**config.mk**
```make
export PLATFORM = sky130hd
export DESIGN_NAME = debug_ctrl
export DESIGN_NICKNAME = d
export VERILOG_FILES = /design/src/rtl/debug_ctrl_pkg.sv /design/src/rtl/debug_ctrl_serializer.sv /design/src/rtl/debug_ctrl.sv
export SDC_FILE = /design/constraint.sdc
export NUM_CORES = 1
export LEC_CHECK = 0
export CORE_UTILIZATION = 56
export DETAILED_ROUTE_END_ITERATION = 10
export GPL_TIMING_DRIVEN = 0
export PLACE_DENSITY = 0.9
export SYNTH_ARGS = -nofsm -noshare
export SYNTH_HDL_FRONTEND = slang
export SYNTH_SLANG_ARGS = --single-unit
```
**constraint.sdc**
```tcl
create_clock -name i_clock -period 3.45 [get_ports i_clock]
set_clock_uncertainty 0.05 [all_clocks]
set_input_delay 0.69 -clock i_clock [delete_from_list [all_inputs] [get_ports i_clock]]
set_output_delay 0.69 -clock i_clock [all_outputs]
set_load 0.03 [all_outputs]
```
**src/rtl/debug_ctrl_pkg.sv**
```systemverilog
// -----------------------------------------------------------------------------
// debug_ctrl_pkg
// Shared definitions for the host-side debug controller: command byte codes,
// controller state encoding and the layout of the dump frame.
// -----------------------------------------------------------------------------
package debug_ctrl_pkg;

  // Command bytes accepted from the UART RX side (only while IDLE)
  localparam logic [7:0] CMD_RUN  = 8'h01;
  localparam logic [7:0] CMD_STEP = 8'h02;
  localparam logic [7:0] CMD_DUMP = 8'h03;

  // Dump frame layout: PC, cycle counter, then the GPRs in index order
  localparam int DUMP_WORDS = 34;
  localparam int WORD_PC    = 0;
  localparam int WORD_CNT   = 1;

  typedef enum logic [2:0] {
    IDLE    = 3'd0,
    RUN     = 3'd1,
    STEP    = 3'd2,
    DUMP_RD = 3'd3,
    DUMP_LD = 3'd4,
    DUMP_TX = 3'd5
  } state_t;

endpackage

```
**src/rtl/debug_ctrl_serializer.sv**
```systemverilog
// -----------------------------------------------------------------------------
// word_serializer
// Loads one word and emits it MSB byte first over a valid/ready byte stream.
// Once o_tx_valid is high, o_tx_data is held until the sink accepts it.
//
// Ports:
//   i_clock     system clock
//   i_reset     asynchronous, active-low reset
//   i_load      load i_word and start emitting (only issued while idle)
//   i_word      word to serialise
//   i_tx_ready  sink ready
//   o_tx_data   current byte (top byte of the shift register)
//   o_tx_valid  o_tx_data valid
//   o_done      one-cycle pulse coincident with the handshake of the last byte
// -----------------------------------------------------------------------------
module word_serializer #(
  parameter int NB_WORD = 32,
  parameter int NB_BYTE = 8
) (
  input  logic               i_clock,
  input  logic               i_reset,
  input  logic               i_load,
  input  logic [NB_WORD-1:0] i_word,
  input  logic               i_tx_ready,
  output logic [NB_BYTE-1:0] o_tx_data,
  output logic               o_tx_valid,
  output logic               o_done
);

  localparam int N_BYTES = NB_WORD / NB_BYTE;
  localparam int NB_IDX  = (N_BYTES > 1) ? $clog2(N_BYTES) : 1;
  localparam logic [NB_IDX-1:0] LAST_IDX = NB_IDX'(N_BYTES - 1);

  logic [NB_WORD-1:0] r_shift;
  logic [NB_IDX-1:0]  r_byte_idx;
  logic               r_valid;
  logic               w_fire;
  logic               w_last;

  assign w_fire = r_valid & i_tx_ready;
  assign w_last = (r_byte_idx == LAST_IDX);

  always_ff @(posedge i_clock or negedge i_reset) begin
    if (!i_reset) begin
      r_shift    <= '0;
      r_byte_idx <= '0;
      r_valid    <= 1'b0;
    end else if (i_load) begin
      r_shift    <= i_word;
      r_byte_idx <= '0;
      r_valid    <= 1'b1;
    end else if (w_fire) begin
      // Shifting in zeros leaves o_tx_data at 0 once the word is drained
      r_shift    <= r_shift << NB_BYTE;
      r_byte_idx <= r_byte_idx + 1'b1;
      if (w_last) begin
        r_valid <= 1'b0;
      end
    end
  end

  assign o_tx_data  = r_shift[NB_WORD-1 -: NB_BYTE];
  assign o_tx_valid = r_valid;
  assign o_done     = w_fire & w_last;

endmodule

```
**src/rtl/debug_ctrl.sv**
```systemverilog
// -----------------------------------------------------------------------------
// debug_ctrl
// Host-side control/observation for the pipeline. Accepts RUN/STEP/DUMP
// command bytes, drives the pipeline valid input, counts valid cycles and
// dumps PC, the cycle counter and all GPRs as a 136-byte frame.
//
// Ports:
//   i_clock, i_reset        clock, asynchronous active-low reset
//   i_cmd_data/i_cmd_valid  command byte stream (RX side)
//   i_halt                  pipeline has retired HALT (level, sticky)
//   i_pc                    current pipeline PC
//   o_rf_addr/i_rf_data     register-file debug read port (1-cycle latency)
//   o_pipe_valid            pipeline i_valid
//   o_tx_data/o_tx_valid/i_tx_ready  byte stream to the TX side
//   o_busy                  controller not in IDLE
// -----------------------------------------------------------------------------
module debug_ctrl
  import debug_ctrl_pkg::*;
#(
  parameter int NB_REG        = 32,
  parameter int NB_REG_ADDR   = 5,
  parameter int REGFILE_DEPTH = 32,
  parameter int NB_BYTE       = 8,
  parameter int NB_WORD_IDX   = 6
) (
  input  logic                   i_clock,
  input  logic                   i_reset,
  input  logic [NB_BYTE-1:0]     i_cmd_data,
  input  logic                   i_cmd_valid,
  input  logic                   i_halt,
  input  logic [NB_REG-1:0]      i_pc,
  output logic [NB_REG_ADDR-1:0] o_rf_addr,
  input  logic [NB_REG-1:0]      i_rf_data,
  output logic                   o_pipe_valid,
  output logic [NB_BYTE-1:0]     o_tx_data,
  output logic                   o_tx_valid,
  input  logic                   i_tx_ready,
  output logic                   o_busy
);

  localparam logic [NB_WORD_IDX-1:0] IDX_PC   = NB_WORD_IDX'(WORD_PC);
  localparam logic [NB_WORD_IDX-1:0] IDX_CNT  = NB_WORD_IDX'(WORD_CNT);
  localparam logic [NB_WORD_IDX-1:0] IDX_GPR0 = NB_WORD_IDX'(WORD_CNT + 1);
  localparam logic [NB_WORD_IDX-1:0] IDX_LAST = NB_WORD_IDX'(REGFILE_DEPTH + 1);

  state_t                  r_state;
  state_t                  w_state_next;
  logic                    r_pipe_valid;
  logic                    w_pipe_valid_next;
  logic [NB_REG-1:0]       r_cnt;
  logic [NB_WORD_IDX-1:0]  r_word_idx;
  logic [NB_WORD_IDX-1:0]  w_word_idx_next;
  logic [NB_REG_ADDR-1:0]  r_rf_addr;
  logic                    w_load;
  logic [NB_REG-1:0]       w_word;
  logic                    w_ser_done;

  // GPR read address for a frame word; words before the GPRs read address 0
  function automatic logic [NB_REG_ADDR-1:0] f_rf_addr(input logic [NB_WORD_IDX-1:0] idx);
    logic [NB_WORD_IDX-1:0] off;
    off = idx - IDX_GPR0;
    f_rf_addr = (idx < IDX_GPR0) ? '0 : off[NB_REG_ADDR-1:0];
  endfunction

  // ---------------------------------------------------------------------------
  // State and datapath registers
  // ---------------------------------------------------------------------------
  always_ff @(posedge i_clock or negedge i_reset) begin
    if (!i_reset) begin
      r_state      <= IDLE;
      r_pipe_valid <= 1'b0;
      r_cnt        <= '0;
      r_word_idx   <= '0;
      r_rf_addr    <= '0;
    end else begin
      r_state      <= w_state_next;
      r_pipe_valid <= w_pipe_valid_next;
      r_cnt        <= r_cnt + {{(NB_REG-1){1'b0}}, r_pipe_valid};
      r_word_idx   <= w_word_idx_next;
      // Address is registered from the next word index so it is already
      // presented during DUMP_RD; read data then arrives in DUMP_LD.
      r_rf_addr    <= f_rf_addr(w_word_idx_next);
    end
  end

  // ---------------------------------------------------------------------------
  // Next-state logic
  // ---------------------------------------------------------------------------
  always_comb begin
    w_state_next      = r_state;
    w_pipe_valid_next = 1'b0;
    w_word_idx_next   = r_word_idx;
    w_load            = 1'b0;
    case (r_state)
      IDLE: begin
        w_word_idx_next = '0;
        if (i_cmd_valid) begin
          case (i_cmd_data)
            CMD_RUN: begin
              if (i_halt) begin
                w_state_next = DUMP_RD;
              end else begin
                w_state_next      = RUN;
                w_pipe_valid_next = 1'b1;
              end
            end
            CMD_STEP: begin
              if (i_halt) begin
                w_state_next = DUMP_RD;
              end else begin
                w_state_next      = STEP;
                w_pipe_valid_next = 1'b1;
              end
            end
            CMD_DUMP: w_state_next = DUMP_RD;
            default:  w_state_next = IDLE;
          endcase
        end
      end
      RUN: begin
        if (i_halt) begin
          w_state_next = DUMP_RD;
        end else begin
          w_pipe_valid_next = 1'b1;
        end
      end
      // The single valid cycle is the one spent in STEP
      STEP:    w_state_next = DUMP_RD;
      DUMP_RD: w_state_next = DUMP_LD;
      DUMP_LD: begin
        w_load       = 1'b1;
        w_state_next = DUMP_TX;
      end
      DUMP_TX: begin
        if (w_ser_done) begin
          if (r_word_idx == IDX_LAST) begin
            w_state_next    = IDLE;
            w_word_idx_next = '0;
          end else begin
            w_state_next    = DUMP_RD;
            w_word_idx_next = r_word_idx + 1'b1;
          end
        end
      end
      default: w_state_next = IDLE;
    endcase
  end

  // Word captured into the serializer at DUMP_LD
  always_comb begin
    w_word = i_rf_data;
    if (r_word_idx == IDX_PC) begin
      w_word = i_pc;
    end else if (r_word_idx == IDX_CNT) begin
      w_word = r_cnt;
    end
  end

  word_serializer #(
    .NB_WORD (NB_REG),
    .NB_BYTE (NB_BYTE)
  ) u_ser (
    .i_clock    (i_clock),
    .i_reset    (i_reset),
    .i_load     (w_load),
    .i_word     (w_word),
    .i_tx_ready (i_tx_ready),
    .o_tx_data  (o_tx_data),
    .o_tx_valid (o_tx_valid),
    .o_done     (w_ser_done)
  );

  assign o_pipe_valid = r_pipe_valid;
  assign o_rf_addr    = r_rf_addr;
  assign o_busy       = (r_state != IDLE);

endmodule

```
Word level (Yosys, flattened, before mapping)
Cells that the tools add are included.
{"block": "classes", "n_addsub": 4, "order_cmp": 1, "eq_ne": 14, "muxes": 26, "n_bitwise": 2, "n_reduce_logical": 8}
{"op": "32-bit two-way mux", "count": 4}
{"op": "32-bit by 1-bit adder with 32-bit output", "count": 1}
{"op": "3-bit case mux with 6 select lines", "count": 1}
{"op": "8-bit by 2-bit == test with 1-bit output, second input constant", "count": 2}
{"op": "6-bit two-way mux", "count": 2}
{"op": "6-bit case mux with 2 select lines", "count": 1}
{"op": "3-bit two-way mux", "count": 3}
{"op": "3-bit case mux with 3 select lines", "count": 1}
{"op": "8-bit by 1-bit == test with 1-bit output, second input constant", "count": 1}
{"op": "1-bit two-way mux", "count": 8}
{"op": "2-bit two-way mux", "count": 4}
{"op": "6-bit by 1-bit adder with 6-bit output, second input constant", "count": 1}
{"op": "3-bit by 2-bit == test with 1-bit output, second input constant", "count": 2}
{"op": "3-bit == test, second input constant", "count": 2}
{"op": "6-bit by 1-bit == test with 1-bit output, second input constant", "count": 1}
{"op": "6-bit == test, second input constant", "count": 1}
{"op": "6-bit zero test", "count": 1}
{"op": "6-bit by 2-bit < comparator with 1-bit output, second input constant", "count": 1}
{"op": "5-bit two-way mux", "count": 1}
{"op": "5-bit by 2-bit subtractor with 5-bit output, second input constant", "count": 1}
{"op": "2-bit != test, second input constant", "count": 2}
{"op": "2-bit nonzero test", "count": 2}
{"op": "3-bit by 1-bit == test with 1-bit output, second input constant", "count": 1}
{"op": "3-bit zero test", "count": 1}
{"op": "other kinds (9)", "count": 10}
{"block": "word_totals", "ff_bits": 82, "input_bits": 77, "wordCells": 63}

Longest topological paths before layout
{"block": "depth", "word_depth": 6, "mapped_depth": 9, "mapped_depth_nobuf": 9}

Cells and area by module
A second synthesis with hierarchy kept.
{"block": "unflattened", "hier_cells": 529, "area_unflattened_um2": 5002.3}
{"mod": "debug_ctrl", "instances": 1, "cells_per_inst": 336, "area_per_inst_um2": 3034.2, "seq_area_each_um2": 1176.1}
{"mod": "word_serializer", "instances": 1, "cells_per_inst": 193, "area_per_inst_um2": 1968.1, "seq_area_each_um2": 875.8}

Worst setup path before layout
No wires, ideal clock.
{"block": "synth_path", "kind": "reg-to-reg", "start": "reg r_word_idx[1]", "end": "reg r_rf_addr[3], in the netlist o_rf_addr[3]", "setup_ns": 0.127, "arrival_time_ns": 1.951, "t_required_ns": 3.273, "slack_ns": 1.322, "stages_incl_launch_ff": 10, "path_buffers": 0, "synth_period_minus_slack_ns": 2.128, "cell_sequence": "dfrtp_1 inv_1 ha_1 or4b_4 nor2_1 a21o_1 or2_2 ha_1 xnor2_1 a21oi_2"}
{"block": "synth_between", "elab_chain_len": 6}
{"item": "start: declaration", "line": "debug_ctrl.sv:51", "source": "logic [NB_WORD_IDX-1:0] r_word_idx;"}
{"item": "start signal: assignment", "line": "debug_ctrl.sv:79", "source": "r_word_idx <= w_word_idx_next;"}
{"item": "6-bit by 1-bit adder with 6-bit output / 6-bit == test (equally long branches)", "line": "debug_ctrl.sv:141, debug_ctrl.sv:136"}
{"item": "6-bit two-way mux", "line": "debug_ctrl.sv:136", "source": "if (r_word_idx == IDX_LAST) begin"}
{"item": "6-bit two-way mux", "line": "debug_ctrl.sv:135", "source": "if (w_ser_done) begin"}
{"item": "6-bit case mux with 2 select lines *", "line": "debug_ctrl.sv:94", "source": "case (r_state)"}
{"item": "5-bit by 2-bit subtractor with 5-bit output / 6-bit by 2-bit < comparator with 1-bit output (equally long branches)", "line": "debug_ctrl.sv:61, debug_ctrl.sv:62"}
{"item": "5-bit two-way mux *", "line": "debug_ctrl.sv:62", "source": "f_rf_addr = (idx < IDX_GPR0) ? '0 : off[NB_REG_ADDR-1:0];"}
{"item": "end signal: assignment", "line": "debug_ctrl.sv:82", "source": "r_rf_addr <= f_rf_addr(w_word_idx_next);"}
{"item": "end: declaration", "line": "debug_ctrl.sv:53", "source": "logic [NB_REG_ADDR-1:0] r_rf_addr;"}
Every way passes the cells marked *; elsewhere a longest branch is shown, timed or not.
A chain may end at the register's enable or synchronous reset.

Worst setup path after layout
{"block": "layout_path", "start": "reg r_state[2]", "end": "out o_busy"}
{"block": "layout_between", "elab_chain_len": 1}
{"item": "start: declaration", "line": "debug_ctrl.sv:46", "source": "state_t r_state;"}
{"item": "start signal: assignment", "line": "debug_ctrl.sv:76", "source": "r_state <= w_state_next;"}
{"item": "3-bit nonzero test", "line": "debug_ctrl.sv:175", "source": "assign o_busy = (r_state != IDLE);"}
{"item": "end: declaration", "line": "debug_ctrl.sv:38", "source": "output logic o_busy"}
No other way between the ends.

==> results_dict.tcl <==
set metrics [dict create \
    status "complete, no violations" \
    yosys.area.top_type "dfrtp_1" \
    htree_num_levels 3 \
    synth_common_cells "dfrtp_1 (82), mux2i_1 (57), nor2_1 (50), xnor2_1 (27), a211o_1 (26)" \
    timing.setup.tns_ns 0 \
    grt_max_degree 55 \
    yosysWarnings 0 \
    place_congestion 0.8911 \
    post_synth_num_cell_types 55 \
    grt.overflow.total 0 \
    crit_required_ns 2.71 \
    maxCapViolCount 0 \
    ys_ff_latch 82 \
    max_slew_margin_pct 52.61 \
    cp_top_family "buffers and inverters" \
    route.vias.total 3981 \
    placed_area_um2 5813 \
    multiInputGateArea_um2 2402 \
    cts_buffers 9 \
    synthTopCellsByArea "dfrtp_1 (43%), mux2i_1 (12%), xnor2_1 (5.0%)" \
    synth_flop_cell "dfrtp_1" \
    finalSetupViolCount 0 \
    diodes 0 \
    core_area_um2 8217 \
    die_w_um 93.96 \
    clk_pin_slew_ns 0.09 \
    io_pins 93 \
    antenna_found_initial 0 \
    power_mw 3.440 \
    placementRows 33 \
    cts_resized 0 \
    fmax_mhz 321.2 \
    hold_path_class "in -> async" \
    fp.dieArea_um2 8828 \
    wl_um 12160 \
    cts_tree "built" \
    end_kind "output port" \
    drive_above_1_share_pct 10.66 \
    post_drt_wl_per_cell_um 18.20 \
    async_flop_share_pct 100.0 \
    min_period_over_period_pct 90.24 \
    ys_seq_area_share_pct 43.33 \
    tightest_slew_ns 0.7054 \
    fin_nets 642 \
    critPathLaunchType "register" \
    worstPathCellList "clkbuf_1, nor3_1, inv_1, clkdlybuf4s50_1" \
    synth_nets 538 \
    area_delta_synth_final_pct 27.00 \
    ant_nets 0 \
    clock_latency_ns 0.36 \
    initial_core_util_pct 57.64 \
    synth_top_area_share_pct 43.33 \
    drc_errors 0 \
    die_h_um 93.96 \
    syn_area_per_cell_um2 10.43 \
    cts_max_path_buffers 2 \
    clock-sinks 82 \
    grt_pass1_vias 4020 \
    nFillCells 575 \
    cp_slowest_cell "clkdlybuf4s50_1" \
    grt.total_usage_pct 28.96 \
    crit_type "reg -> out" \
    p_per_area_nw_per_um2 571.9 \
    crit_path_max_incr_delay_ns 0.64 \
    post-cts-setup-buffer-count 0 \
    reg2reg_depth 9 \
    critical_path_depth 4 \
    synth_edf_count 0 \
    finalHoldViolCount 0 \
    hold_buffers 0 \
    drtIter0Drc 222 \
    cp_max_fo 10 \
    finalMaxSlewViolations 0 \
    cts_root_buf "clkbuf_8" \
    io_buffers 92 \
    seq_area_um2 2052 \
    utilization_pct 73.20 \
    leakage_nw 2.557 \
    netlist_area_um2 4736 \
    via_per_inst 5.960 \
    syn_inst 454 \
    design_area_um2 6015 \
    arrival_ns 2.37 \
    rsz0062_at_grt "no" \
    grt_pass1_wl_um 19320 \
    dp_hpwl_um 9099 \
    ir_drop_mv 0.3506 \
    crit_buf_inv 3 \
    synthMostInstantiatedCell "dfrtp_1" \
    period_minus_slack_ns 3.113 \
    firstDrtPassIters 5 \
]
report_power, final:
group	internal, mW	switching [mW]
clock network	0.339	0.376
logic	0.636	0.743
registers	1.18	0.163
logic make-up (layout without fill, tap and decap cells):
| kind of cell | count (synthesis) | after routing | synth area share (%) |
|---|---|---|---|
| muxes | 58 | 58 | 12.29 |
| and+or+nand+nor | 134 | 134 | 14.48 |
| AOI/OAI and AO/OA | 93 | 93 | 14.90 |
| DFF | 82 | 82 | 43.33 |
| xor gates and xnor gates | 39 | 39 | 7.213 |
| buffers and inverters | 41 | 150 | 5.945 |
| adders and majority gates | 7 | 7 | 1.849 |
cell usage in the layout, fill, tap and decap left out, drive strengths merged, types with 11 or more instances in the layout:
| cell type | instances |
|---|---|
| o21ai | 27 |
| nand3 | 15 |
| mux2i | 57 |
| inv | 11 |
| nor2 | 51 |
| clkdlybuf4s50 | 92 |
| nand2 | 24 |
| a211o | 26 |
| xor2 | 12 |
| buf | 20 |
| xnor2 | 27 |
| dfrtp | 82 |
| clkbuf | 22 |
final cells by class:
| type | instances | share of cell area, % |
|---|---|---|
| inverter | 9 | 0.5617 |
| clock buffer | 9 | 2.059 |
| clock inverter | 7 | 1.290 |
| timing repair buffer | 93 | 15.73 |
| multi-input combinational | 331 | 39.94 |
| sequential | 82 | 34.12 |
| tap | 105 | 2.184 |
| buffer | 32 | 4.119 |
worst reg2reg max path: cells and delay by family, from the launching register on:
family                     cells  cell delay [ns]
AOI/OAI and AO/OA              2             0.32
xor gates and xnor gates       1             0.13
adders and majority gates      2             0.31
buffers and inverters          1             0.13
DFF                            1             0.45
and+or+nand+nor                3             0.92
sequential cells by signal, indices dropped and copies added (netlist names):
| name | cells |
|---|---|
| o_rf_addr | 5 |
| r_cnt | 32 |
| u_ser.o_tx_valid | 1 |
| o_pipe_valid | 1 |
| u_ser.r_shift | 32 |
| u_ser.r_byte_idx | 2 |
| r_state | 3 |
| r_word_idx | 6 |
metrics by stage:
| step | hold WS (ns) | std cells | worst slack, ns |
|---|---|---|---|
| floorplan | 0.3444 | 454 | 1.322 |
| global placement | 0.4157 | 651 | -1.106 |
| detailed placement | 0.4205 | 652 | 0.6348 |
| CTS | 0.2021 | 668 | 0.3116 |
| global route | 0.2188 | 668 | 0.2239 |
| finish | 0.2014 | 668 | 0.3367 |
worst paths after layout:
kind                                              start  slack [ns]                            end
worst max-delay path             r_state[2]$_DFFE_PN0P_        0.34                         o_busy
worst min-delay path                            i_reset        0.20  u_ser.r_shift[25]$_DFFE_PN0P_
worst max register to register  r_word_idx[1]$_DFF_PN0_        1.03         o_rf_addr[3]$_DFF_PN0_
worst min register to register      r_cnt[31]$_DFF_PN0_        0.44            r_cnt[31]$_DFF_PN0_
max in group asynchronous                       i_reset        2.55             r_cnt[9]$_DFF_PN0_
min in group i_clock                r_cnt[31]$_DFF_PN0_        0.44            r_cnt[31]$_DFF_PN0_
per-layer routing:
layer | routed length (um) | share of wire [%] | global-route usage, % | vias up
met5 | 0 | 0 | 0 | -
met4 | 368 | 3.0 | 14.10 | 0
met3 | 777 | 6.4 | 4.288 | 28
met2 | 5861 | 48 | 47.51 | 181
met1 | 5147 | 42 | 37.47 | 1926
li1 | - | - | - | 1846
Power figures use the tool's default switching activity.
